## src/rtl/fifo_rd_32_to_128.sv

```systemverilog
// fifo_rd_32_to_128: pops four 32-bit FIFO words and assembles them MSW-first into a 128-bit block.
// Build option FIFO_RD_BYTE_SWAP_EN byte-reverses each captured word before it is stored.
`default_nettype none

module fifo_rd_32_to_128 #(
  parameter int I_W_WIDTH = 32,
  parameter int O_W_WIDTH = 128
) (
  input  logic                 clk,
  input  logic                 reset,
  input  logic [I_W_WIDTH-1:0] idata,
  input  logic                 not_empty,
  input  logic                 i_pull,
  output logic                 o_pop,
  output logic [O_W_WIDTH-1:0] odata,
  output logic                 rdy
);

  localparam int SLOTS = O_W_WIDTH / I_W_WIDTH;
  localparam logic [O_W_WIDTH-1:0] LOW_MASK =
    {{(O_W_WIDTH-I_W_WIDTH){1'b0}}, {I_W_WIDTH{1'b1}}};

  typedef enum logic [1:0] {
    POP  = 2'd0,
    PEND = 2'd1,
    CAPT = 2'd2,
    FULL = 2'd3
  } state_t;

  state_t                 state, state_n;
  logic [1:0]             cnt, cnt_n;
  logic                   pop_n, rdy_n;
  logic [O_W_WIDTH-1:0]   odata_n;
  logic [I_W_WIDTH-1:0]   word;
  logic [7:0]             shamt;

`ifdef FIFO_RD_BYTE_SWAP_EN
  always_comb begin
    word = '0;
    for (int b = 0; b < I_W_WIDTH/8; b++) begin
      word[8*b +: 8] = idata[I_W_WIDTH-8-8*b +: 8];
    end
  end
`else
  always_comb begin
    word = idata;
  end
`endif

  // slot 0 is the most significant word, so the shift shrinks as cnt grows
  always_comb begin
    shamt = 8'((SLOTS - 1 - int'(cnt)) * I_W_WIDTH);
  end

  always_comb begin
    state_n = state;
    cnt_n   = cnt;
    pop_n   = 1'b0;
    rdy_n   = rdy;
    odata_n = odata;
    case (state)
      POP: begin
        if (not_empty) begin
          pop_n   = 1'b1;
          state_n = PEND;
        end
      end
      PEND: begin
        state_n = CAPT;
      end
      CAPT: begin
        odata_n = (odata & ~(LOW_MASK << shamt)) |
                  ({{(O_W_WIDTH-I_W_WIDTH){1'b0}}, word} << shamt);
        if (cnt == 2'(SLOTS - 1)) begin
          cnt_n   = 2'd0;
          rdy_n   = 1'b1;
          state_n = FULL;
        end else begin
          cnt_n   = cnt + 2'd1;
          state_n = POP;
        end
      end
      FULL: begin
        if (i_pull) begin
          rdy_n   = 1'b0;
          state_n = POP;
        end
      end
      default: state_n = POP;
    endcase
  end

  always_ff @(posedge clk or posedge reset) begin
    if (reset) begin
      state <= POP;
      cnt   <= 2'd0;
      o_pop <= 1'b0;
      rdy   <= 1'b0;
      odata <= '0;
    end else begin
      state <= state_n;
      cnt   <= cnt_n;
      o_pop <= pop_n;
      rdy   <= rdy_n;
      odata <= odata_n;
    end
  end

endmodule

`default_nettype wire

```

## config.mk

```make
export PLATFORM = sky130hd
export DESIGN_NAME = fifo_rd_32_to_128
export DESIGN_NICKNAME = d
export VERILOG_FILES = /design/src/rtl/fifo_rd_32_to_128.sv
export SDC_FILE = /design/constraint.sdc
export NUM_CORES = 1
export LEC_CHECK = 0
export BUFFER_PORTS_ARGS = -buffer_cell sky130_fd_sc_hd__clkbuf_2
export CORE_MARGIN = 2
export CORE_UTILIZATION = 50
export DETAILED_ROUTE_END_ITERATION = 10
export PLACE_DENSITY = 0.76
export SLEW_MARGIN = 20
export SYNTH_ARGS = -nofsm -noshare
export SYNTH_HDL_FRONTEND = slang
export SYNTH_SLANG_ARGS = --single-unit
```

## constraint.sdc

```tcl
create_clock -name clk -period 4.8 [get_ports clk]
set_clock_uncertainty 0.15 [all_clocks]
set_input_delay 0.72 -clock clk [delete_from_list [all_inputs] [get_ports clk]]
set_output_delay 0.72 -clock clk [all_outputs]
set_load 0.01 [all_outputs]
```

# Yosys cells after proc, flatten, opt, wreduce, memory -nomap -nowiden
# Index checks and enable logic that the tools add are counted.
# Widths: inputs -> output; s select.
# word_totals
input_bits	36
elab_cells	33
ff_bits	134
# classes
reduce_logical	4
shifts	2
add_sub_neg	2
n_eq_ne	7
n_mux	10
bitwise_logic	3
# op_table
op	count
$and 128x128->128	1
$not 128->128	1
$or 128x128->128	1
$shl 32x8->128	1
$shl 32x8->128 const A	1
$mux 2	4
$pmux 2 s4	1
$eq 2x2->1 const B	3
$ne 2x2->1 const B	3
$mux 1	4
$reduce_and 3->1	1
$sub 2x2->3 const A	1
$add 2x1->2 const B	1
$eq 2x1->1 const B	1
$logic_not 2->1	1
$pmux 1 s2	1
$reduce_and 2->1	1
$reduce_bool 2->1	1

# Logic depth before layout (Yosys ltp)
# Gate-level depths: netlist of run 1.
# depth
word_depth	5
ltp_mapped	5
mapped_depth_nobuf	4

# Worst setup path after synthesis of run 1
# Ideal clock, no wire load.
# synth_path
path_type	reg-to-reg
from	register cnt[0]
to	register odata[0]
t_arrival_ns	1.253
period_less_slack_ns	1.524
path_slack_ns	3.276
stages_incl_launch_ff	5
cell_sequence	dfrtp_1 > ha_1 > nand3b_4 > buf_4 > a22o_1
# synth_via
elab_chain_cells	5
word_cells_on_any_way	6
classes_between	add/sub (1); shift (2); bitwise (3)
# synth_rtl
element	line	rtl
from (decl)	31	logic [1:0] cnt, cnt_n;
from (signal assigned)	102	cnt <= cnt_n;
$sub 2x2->3 *	52	shamt = 8'((SLOTS - 1 - int'(cnt)) * I_W_WIDTH);
$shl 32x8->128	72	odata_n = (odata & ~(LOW_MASK << shamt)) |
$not 128->128	72	
$and 128x128->128	72	
$or 128x128->128 *	72	
to (signal assigned)	105	odata <= odata_n;
to (decl)	15	output logic [O_W_WIDTH-1:0] odata,
# Every way passes the cells marked *; elsewhere a longest branch is shown, timed or not.
# A chain may end at the register's enable or synchronous reset.

# Worst setup path after layout of run 1
# layout_path
from	register state[1]
to	register odata[101]
# layout_via
elab_chain_cells	1
# layout_rtl
element	line	rtl
from (decl)	30	state_t state, state_n;
from (signal assigned)	101	state <= state_n;
$eq 2x2->1	61	case (state)
# Every way passes these cells.

==> summary.md, run 1 <==
| Metric | Value |
|---|---|
| Status | completed |
| Final setup viols | 0 |
| Layout area overhead | 28.0% |
| Iter 0 DRT Violations | 198 |
| Worst setup EP type | register |
| Fillers | 705 |
| Netlist cell types | 23 |
| H-tree Lvls | 4 |
| Simple-gate share of the synthesized area | 3.27% |
| Routed wl met2 | 6.17 mm |
| Largest stage delay, worst path | 0.90 ns |
| Main synth FF type | dfrtp_1 |
| Initial antenna violation count | 0 |
| FF-to-FF path depth | 3 |
| Later-pin clock latency in the skew report | 0.51 ns |
| Inserted Clock Buffers | 17 |
| Largest net degree at the start of global routing | 85 |
| Routed wl met3 | 853 µm |
| Routed vias/inst | 5.67 |
| Via count of the first global-routing pass | 3680 |
| Worst Setup Start Kind | register |
| TritonCTS clock tree | built |
| Max_slew headroom | 35.4% |
| Xor/xnor cell area share of the yosys netlist | 0% |
| Worst-path clk slew | 0.06 ns |
| Worst IR Drop VDD | 0.365 mV |
| Fin cells | 626 |
| Placed Cells | 594 |
| Highest Signal Layer | met4 |
| Count of synthesis-stage warnings from yosys | 0 |
| Crit path DAT | 2.72 ns |
| Ant. Diodes | 0 |
| Largest family of logic cells by synthesized area | compound AO/OA/AOI/OAI gates |
| Worst-Margin Slew | 0.965 ns |
| Pre-CTS setup slack | 2.38 ns |
| Required time worst endpoint | 5.09 ns |
| Synthesized area per cell | 15.8 µm² |
| Port bufs | 165 |
| Post-synthesis adder-cell area fraction | 1.24% |
| Placed cell area | 5850 µm² |
| Cell chain of the critical path | nor4b_4 -> buf_4 -> a22o_1 |
| DRT antenna net count | 0 |
| CP max FO | 17 |
| Mux cell area share after synthesis | 0.645% |
| NumNets Final | 521 |
| Core Area | 9770 µm² |
| Met1 Wirelength | 5.58 mm |
| Sequential Area | 3350 µm² |
| Die area | 10900 µm² |
| Netlist Area Pre-Place | 5050 µm² |
| Area occupied by multi-input gates | 1440 µm² |
| Via count | 3552 |
| Top Ports | 166 |
| CP max stage cell | nor4b_4 |
| Placer Congestion | 0.792 |
| Tcrit/Tclk final | 50.6% |
| Max Cap Viol | 0 |
| PwrDens | 772 nW/µm² |
| Final Instance Area | 6460 µm² |
| Initial Utilization | 51.6% |
| Die height | 104 µm |
| Hold Crit Class | input pin to async pin |
| Clock buffer depth | 2 |
| Async set or reset register ratio after synthesis | 100% |
| Post-cts repair resize count | 0 |
| Hold_buf cts | 0 |
| Total power | 4.99 mW |
| Fin crit period | 2.43 ns |
| DR WL/cell | 20.3 µm |
| Setup TNS | 0 ns |
| Syn Nets | 360 |
| Routed wire length | 12.7 mm |
| # DRC | 0 |
| Seq/Total Area, Yosys | 66.5% |
| Global Route Usage Sum | 24.0% |
| Critical Setup Path Class | register to register |
| First-pass GRT wire length | 20.4 mm |
| Fmax | 0.411 GHz |
| R2R Path Start | state[1]$_DFFE_PP0P_ |
| Slew Limit Fails | 0 |
| Layout cell share with drive strength beyond 1 | 44.0% |
| Setup slack, reg-to-reg | 2.37 ns |
| Static Leak | 3.36 nW |
| RSZ-0062 raised after global routing | no |
| Num rows | 36 |
| Final core occ | 66.1% |
| CP top delay family | simple AND/OR/NAND/NOR gates |
| Seq cells post-synth | 134 |
| Post-synth EDFFs | 0 |
| Mapped Cells | 319 |
| Crit path buf inv count | 1 |
| CTS root buf | clkbuf_8 |
| Die Width | 104 µm |
| Worst R2R End | odata[101]$_DFFE_PP0N_ |
| Post-route worst setup slack | 2.37 ns |
| Compound-Gate Fraction of Synth Area | 22.8% |
| Worst hold slack | 0.190 ns |
| Router iterations before antenna repair | 4 |
| Grt ovf | 0 |
| Setup repair bufs after CTS | 0 |
| Endpoints failing hold | 0 |
| Post-DP HPWL | 8.34 mm |
| Clk sinks | 134 |
area by class of cell:
type                       count  share of cell area [%]
sequential                   134                    51.9
inverter                       3                   0.252
clock buffer                  18                    6.63
clock inverter                14                    2.81
tap                          133                    2.58
multi-input combinational    153                    22.3
timing repair buffer         171                    13.5
worst max-delay path by stage:
stage	startpoint	to	slack, ns	depth (start not counted)
3_3_place_gp	state[1]$_DFFE_PP0P_	odata[43]$_DFFE_PP0N_	2.48	3
6_report	state[1]$_DFFE_PP0P_	odata[101]$_DFFE_PP0N_	2.37	3
5_1_grt	state[1]$_DFFE_PP0P_	odata[80]$_DFFE_PP0N_	2.21	3
3_5_place_dp	state[1]$_DFFE_PP0P_	odata[100]$_DFFE_PP0N_	2.38	3
2_1_floorplan	reset	cnt[0]$_DFFE_PP0N_	0.35	1
4_1_cts	state[1]$_DFFE_PP0P_	odata[101]$_DFFE_PP0N_	2.36	3
registers in the layout, summed over array words and instances (netlist names):
name and count:
state 2, odata 128, rdy 1, cnt 2, o_pop 1
kinds of logic after synthesis:
| logic type | after synthesis |
|---|---|
| compound gates | 132 |
| mux | 3 |
| simple gates | 13 |
| flops | 134 |
| buf+inv | 32 |
| fa+ha+maj | 5 |
worst reg2reg max path, stage by stage, from the launching register on:
cell and delay, ns:
dfrtp_1 0.75, nor4b_4 0.91, buf_4 0.38, a22o_1 0.18
report_power, final:
part | internal, mW | switching (mW) | leakage (nW) | total [mW]
Clock | 0.852 | 0.475 | 0.297 | 1.33
Sequential | 1.63 | 0.367 | 1.69 | 2.00
Combinational | 0.841 | 0.822 | 1.38 | 1.66
Total | 3.32 | 1.66 | 3.36 | 4.99
synth_stat cells, types with 2 or more instances:
| cell type | n | share of area (%) |
|---|---|---|
| buf_6 | 13 | 2.9 |
| mux2_2 | 2 | 0.45 |
| a22o_2 | 3 | 0.60 |
| buf_2 | 8 | 0.79 |
| nor4bb_1 | 2 | 0.40 |
| dfrtp_1 | 134 | 66 |
| buf_4 | 5 | 0.74 |
| ha_1 | 5 | 1.2 |
| a22o_1 | 126 | 22 |
| nand3b_4 | 4 | 1.6 |
| inv_1 | 3 | 0.22 |
| buf_8 | 3 | 0.89 |
cell usage in the layout, fill, tap and decap left out, types with 2 or more instances in the layout:
cell,count
a22o_1,126
nand3b_4,4
inv_6,2
dfrtp_1,134
clkbuf_8,2
clkbuf_16,16
nor4bb_4,2
buf_4,6
a22o_2,3
clkbuf_2,165
mux2_2,2
bufinv_16,4
clkinvlp_4,3
clkinv_2,6
inv_1,2
ha_1,5
routing by layer:
metal	vias up	global-route usage, %
met4	0	7.82
met2	150	36.6
li1	1565	-
met5	-	0
met1	1827	33.2
met3	10	7.14
Note: power is estimated with default switching activity, not from simulation.
==> run 2, diff against run 1 <==
--- a/config.mk
+++ b/config.mk
@@ -7,9 +7,9 @@
 export LEC_CHECK = 0
 export BUFFER_PORTS_ARGS = -buffer_cell sky130_fd_sc_hd__clkbuf_2
 export CORE_MARGIN = 2
-export CORE_UTILIZATION = 50
+export CORE_UTILIZATION = 45
 export DETAILED_ROUTE_END_ITERATION = 10
-export PLACE_DENSITY = 0.76
+export PLACE_DENSITY = 0.72
 export SLEW_MARGIN = 20
 export SYNTH_ARGS = -nofsm -noshare
 export SYNTH_HDL_FRONTEND = slang
==> constraint.sdc (replaced) <==
create_clock -name clk -period 2 [get_ports clk]
set_clock_uncertainty 0.15 [all_clocks]
set_input_delay 0.3 -clock clk [delete_from_list [all_inputs] [get_ports clk]]
set_output_delay 0.3 -clock clk [all_outputs]
set_load 0.01 [all_outputs]
==> summary.md, run 2 (synthesis results as in run 1) <==
| Metric | Value |
|---|---|
| Status | completed |
| Later-pin clock latency in the skew report | 0.50 ns |
| Fmax | 0.551 GHz |
| Most frequent cells in the layout | clkbuf_2, dfrtp_1, a22o_1 |
| Initial antenna violation count | 0 |
| Global Route Usage Sum | 23.5% |
| First-pass GRT wire length | 21.3 mm |
| CP max FO | 32 |
| PwrDens | 1740 nW/µm² |
| Clock buffer depth | 2 |
| Placer Congestion | 0.798 |
| Max Cap Viol | 0 |
| RSZ-0062 raised after global routing | no |
| Final Instance Area | 7000 µm² |
| Grt ovf | 0 |
| Fillers | 795 |
| Hold Crit Class | input pin to async pin |
| Hold_buf cts | 35 |
| Via count | 3785 |
| Fin cells | 683 |
| Num rows | 38 |
| CTS root buf | clkbuf_8 |
| Routed vias/inst | 5.54 |
| Layout cell share with drive strength beyond 1 | 42.4% |
| Max_slew headroom | 68.6% |
| DR WL/cell | 19.7 µm |
| Die area | 12100 µm² |
| Crit path DAT | 2.05 ns |
| Most common cell after layout, fill and taps aside | clkbuf_2 |
| NumNets Final | 571 |
| Total power | 12.2 mW |
| Fin crit period | 1.82 ns |
| Router iterations before antenna repair | 4 |
| Setup TNS | 0 ns |
| Tcrit/Tclk final | 90.8% |
| Layout area overhead | 38.8% |
| Largest net degree at the start of global routing | 35 |
| Placed cell area | 6040 µm² |
| Worst Setup Start Kind | register |
| Largest regs | odata (128), cnt (2), state (2) |
| Inserted Clock Buffers | 17 |
| DRT antenna net count | 0 |
| Post-DP HPWL | 8.58 mm |
| Worst setup EP type | register |
| Setup repair bufs after CTS | 0 |
| Placed Cells | 616 |
| Worst IR Drop VDD | 0.771 mV |
| Core Area | 10900 µm² |
| H-tree Lvls | 4 |
| R2R Path Start | cnt[0]$_DFFE_PP0N_ |
| Die height | 110 µm |
| Port bufs | 165 |
| Slew Limit Fails | 0 |
| Iter 0 DRT Violations | 249 |
| # DRC | 0 |
| Largest Register | odata |
| Initial Utilization | 46.3% |
| Ant. Diodes | 0 |
| Clk sinks | 134 |
| Crit. Startpoint | cnt[0]$_DFFE_PP0N_ |
| Worst hold slack | 0.224 ns |
| Final setup viols | 0 |
| Die Width | 110 µm |
| Critical Setup Path Class | register to register |
| Static Leak | 3.59 nW |
| Endpoints failing hold | 0 |
| Top Ports | 166 |
| Via count of the first global-routing pass | 4033 |
| Post-cts repair resize count | 0 |
| Worst-path clk slew | 0.06 ns |
| TritonCTS clock tree | built |
| Flip-flop count of the largest register after layout | 128 |
| Routed wire length | 13.5 mm |
| Required time worst endpoint | 2.23 ns |
| Worst-Margin Slew | 0.471 ns |
## run 2: power breakdown
group / switching (mW) / total, mW / internal [mW]
registers: 0.824 / 4.74 / 3.92
logic: 2.10 / 4.29 / 2.19
clock network: 1.14 / 3.15 / 2.01
total: 4.07 / 12.2 / 8.11
## run 2: worst max-delay path, stage by stage (launching register included)
cell and delay, ns:
dfrtp_1 0.47, inv_1 0.12, ha_1 0.20, nand3b_4 0.36
a22o_1 0.38
## run 2: area by class of cell
class                   instances  area, µm²  share of cell area (%)
inverters                       3       15.0                   0.214
clock inverters                10        145                    2.07
repair buffers                221       1410                    20.1
clock buffers                  22        463                    6.61
well taps                     140        175                    2.50
multi-input cells             153       1440                    20.6
flip-flops and latches        134       3350                    47.9
## run 2: per-layer routing
| layer | wire length, µm | share of wire [%] | track usage (%) | vias up |
|---|---|---|---|---|
| met1 | 5650 | 42 | 31.1 | 1945 |
| li1 | - | - | - | 1659 |
| met3 | 917 | 6.8 | 6.82 | 23 |
| met2 | 6670 | 50 | 37.1 | 158 |
| met4 | 223 | 1.7 | 7.87 | 0 |
| met5 | 0 | 0 | 0 | - |
## run 2: metrics by stage
step           utilization, %  worst slack [ns]
2_1_floorplan               -            -0.115
6_report                 64.3             0.184
3_3_place_gp             55.5             0.271
4_1_cts                  64.3             0.169
3_5_place_dp             55.5             0.189
5_1_grt                  64.3            0.0672
## run 2: worst paths after layout
path | to | slack (ns) | cells after the start
worst min register to register | odata[109]$_DFFE_PP0N_ | 0.35 | 1
max in group asynchronous | odata[44]$_DFFE_PP0N_ | 0.92 | 4
min in group clk | odata[109]$_DFFE_PP0N_ | 0.35 | 1
worst min-delay path | odata[1]$_DFFE_PP0N_ | 0.22 | 3
worst max-delay path | odata[32]$_DFFE_PP0N_ | 0.18 | 4
worst max register to register | odata[32]$_DFFE_PP0N_ | 0.18 | 4
==> run 3, diff against run 2 <==
--- a/config.mk
+++ b/config.mk
@@ -9,7 +9,8 @@
 export CORE_MARGIN = 2
 export CORE_UTILIZATION = 45
 export DETAILED_ROUTE_END_ITERATION = 10
-export PLACE_DENSITY = 0.72
+export PLACE_DENSITY = 0.86
+export REMOVE_ABC_BUFFERS = 1
 export SLEW_MARGIN = 20
 export SYNTH_ARGS = -nofsm -noshare
 export SYNTH_HDL_FRONTEND = slang
==> summary.md, run 3 (synthesis results as in run 1) <==
| Metric | Value |
|---|---|
| Status | completed |
| Sequential fraction of design power | 39.7% |
| Hold_buf cts | 35 |
| Via count | 3782 |
| Worst-path clk slew | 0.06 ns |
| # DRC | 0 |
| Die area | 12100 µm² |
| Core Area | 10900 µm² |
| Grt ovf | 0 |
| Iter 0 DRT Violations | 299 |
| Setup repair bufs after CTS | 0 |
| Static Leak | 3.55 nW |
| TritonCTS clock tree | built |
| CP max FO | 32 |
| NumNets Final | 569 |
| Psw | 4.13 mW |
| Post-DP HPWL | 8.65 mm |
| Comb power frac | 36.0% |
| Clock buffer depth | 2 |
| Setup TNS | 0 ns |
| Die height | 110 µm |
| RSZ-0062 raised after global routing | no |
| Final setup viols | 0 |
| Global Route Usage Sum | 23.0% |
| Final core occ | 63.2% |
| Port bufs | 165 |
| Routed wire length | 13.5 mm |
| Tcrit/Tclk final | 93.1% |
| FF-to-FF path depth | 4 |
| Critical Setup Path Class | register to register |
| Clk sinks | 134 |
| First-pass GRT wire length | 21.0 mm |
| Worst setup EP type | register |
| Fin crit period | 1.86 ns |
| Worst-Margin Slew | 0.451 ns |
| Clock network power share | 24.3% |
| Switching share of power | 34.7% |
| Via count of the first global-routing pass | 4040 |
| Initial antenna violation count | 0 |
| Slew Limit Fails | 0 |
| Endpoints failing hold | 0 |
| Largest Register | odata |
| Layout area overhead | 36.4% |
| DR WL/cell | 19.9 µm |
| Initial Utilization | 46.3% |
| Largest net degree at the start of global routing | 69 |
| Router iterations before antenna repair | 4 |
| Total power | 11.9 mW |
| Fillers | 789 |
| Worst IR Drop VDD | 0.775 mV |
| Fmax | 0.537 GHz |
| Setup slack, reg-to-reg | 0.14 ns |
| Max_slew headroom | 69.9% |
| Required time worst endpoint | 2.23 ns |
| Max Cap Viol | 0 |
| H-tree Lvls | 4 |
| Fin cells | 681 |
| Most frequent cells in the layout | clkbuf_2, dfrtp_1, a22o_1 |
| Area occupied by multi-input gates | 1440 µm² |
| DRT antenna net count | 0 |
| Layout cell share with drive strength beyond 1 | 42.5% |
| Internal power | 7.77 mW |
| Crit path DAT | 2.09 ns |
| Sequential Area | 3350 µm² |
| Inserted Clock Buffers | 17 |
| Flip-flop count of the largest register after layout | 128 |
| Die Width | 110 µm |
| CTS root buf | clkbuf_8 |
| Placer Congestion | 0.788 |
| Most common cell after layout, fill and taps aside | clkbuf_2 |
| PwrDens | 1730 nW/µm² |
| Largest regs | odata (128), cnt (2), state (2) |
| Top Ports | 166 |
| Later-pin clock latency in the skew report | 0.50 ns |
| Post-cts repair resize count | 0 |
| Worst Setup Start Kind | register |
| Hold Crit Class | input pin to async pin |
| Num rows | 38 |
| Ant. Diodes | 0 |
| Placed Cells | 614 |
| Routed vias/inst | 5.55 |
run 3: changes by cell type in the layout (fill, tap and decap cells not counted), sizes merged:
cell      before  now
clkinv         1    5
bufinv         3    1
inv            3    6
clkinvlp       6    5
clkbuf       187  183
buf           21   19
run 3: critical path: stages, from the launching register on:
cell      delay (ns)
dfrtp_1         0.41
buf_4           0.19
ha_1            0.23
nand3b_4        0.37
a22o_1          0.38
run 3: layout make-up:
class	instances	share of cell area [%]
flip-flops and latches	134	48.7
well taps	140	2.54
clock buffers	18	6.22
repair buffers	219	19.5
multi-input cells	153	21.0
clock inverters	14	1.84
inverters	3	0.200
run 3: path summary, 6_finish.rpt:
| kind | to | from |
|---|---|---|
| min in group clk | odata[120]$_DFFE_PP0N_ | odata[120]$_DFFE_PP0N_ |
| min | odata[7]$_DFFE_PP0N_ | reset |
| min reg2reg | odata[120]$_DFFE_PP0N_ | odata[120]$_DFFE_PP0N_ |
| max in group asynchronous | odata[9]$_DFFE_PP0N_ | reset |
| max | odata[40]$_DFFE_PP0N_ | cnt[1]$_DFFE_PP0N_ |
| max reg2reg | odata[40]$_DFFE_PP0N_ | cnt[1]$_DFFE_PP0N_ |
run 3: routing by layer:
metal	up-vias	global-route usage, %	share of wire (%)	wire (µm)
li1	1654	-	-	-
met1	1933	29.0	41	5600
met3	24	6.34	6.5	874
met2	171	36.9	50	6830
met5	-	0	0	0
met4	0	10.7	1.7	232
run 3: metrics by stage:
stage	setup slack, ns	hold slack, ns	area, µm²
after floorplan	-2.03	0.283	4780
after global placement	0.246	0.258	5980
after detailed placement	0.163	0.267	5980
after CTS	0.144	0.268	6880
after global routing	0.0299	0.298	6880
final	0.138	0.279	6880
run 3: power by group through the flow:
stage	clock (mW)	combinational, mW	sequential [mW]
after floorplan	0	1.74	5.18
after global placement	0	4.08	4.68
after detailed placement	0	4.26	4.71
after CTS	2.94	4.30	4.71
after global routing	3.07	4.64	4.84
final	2.89	4.28	4.73
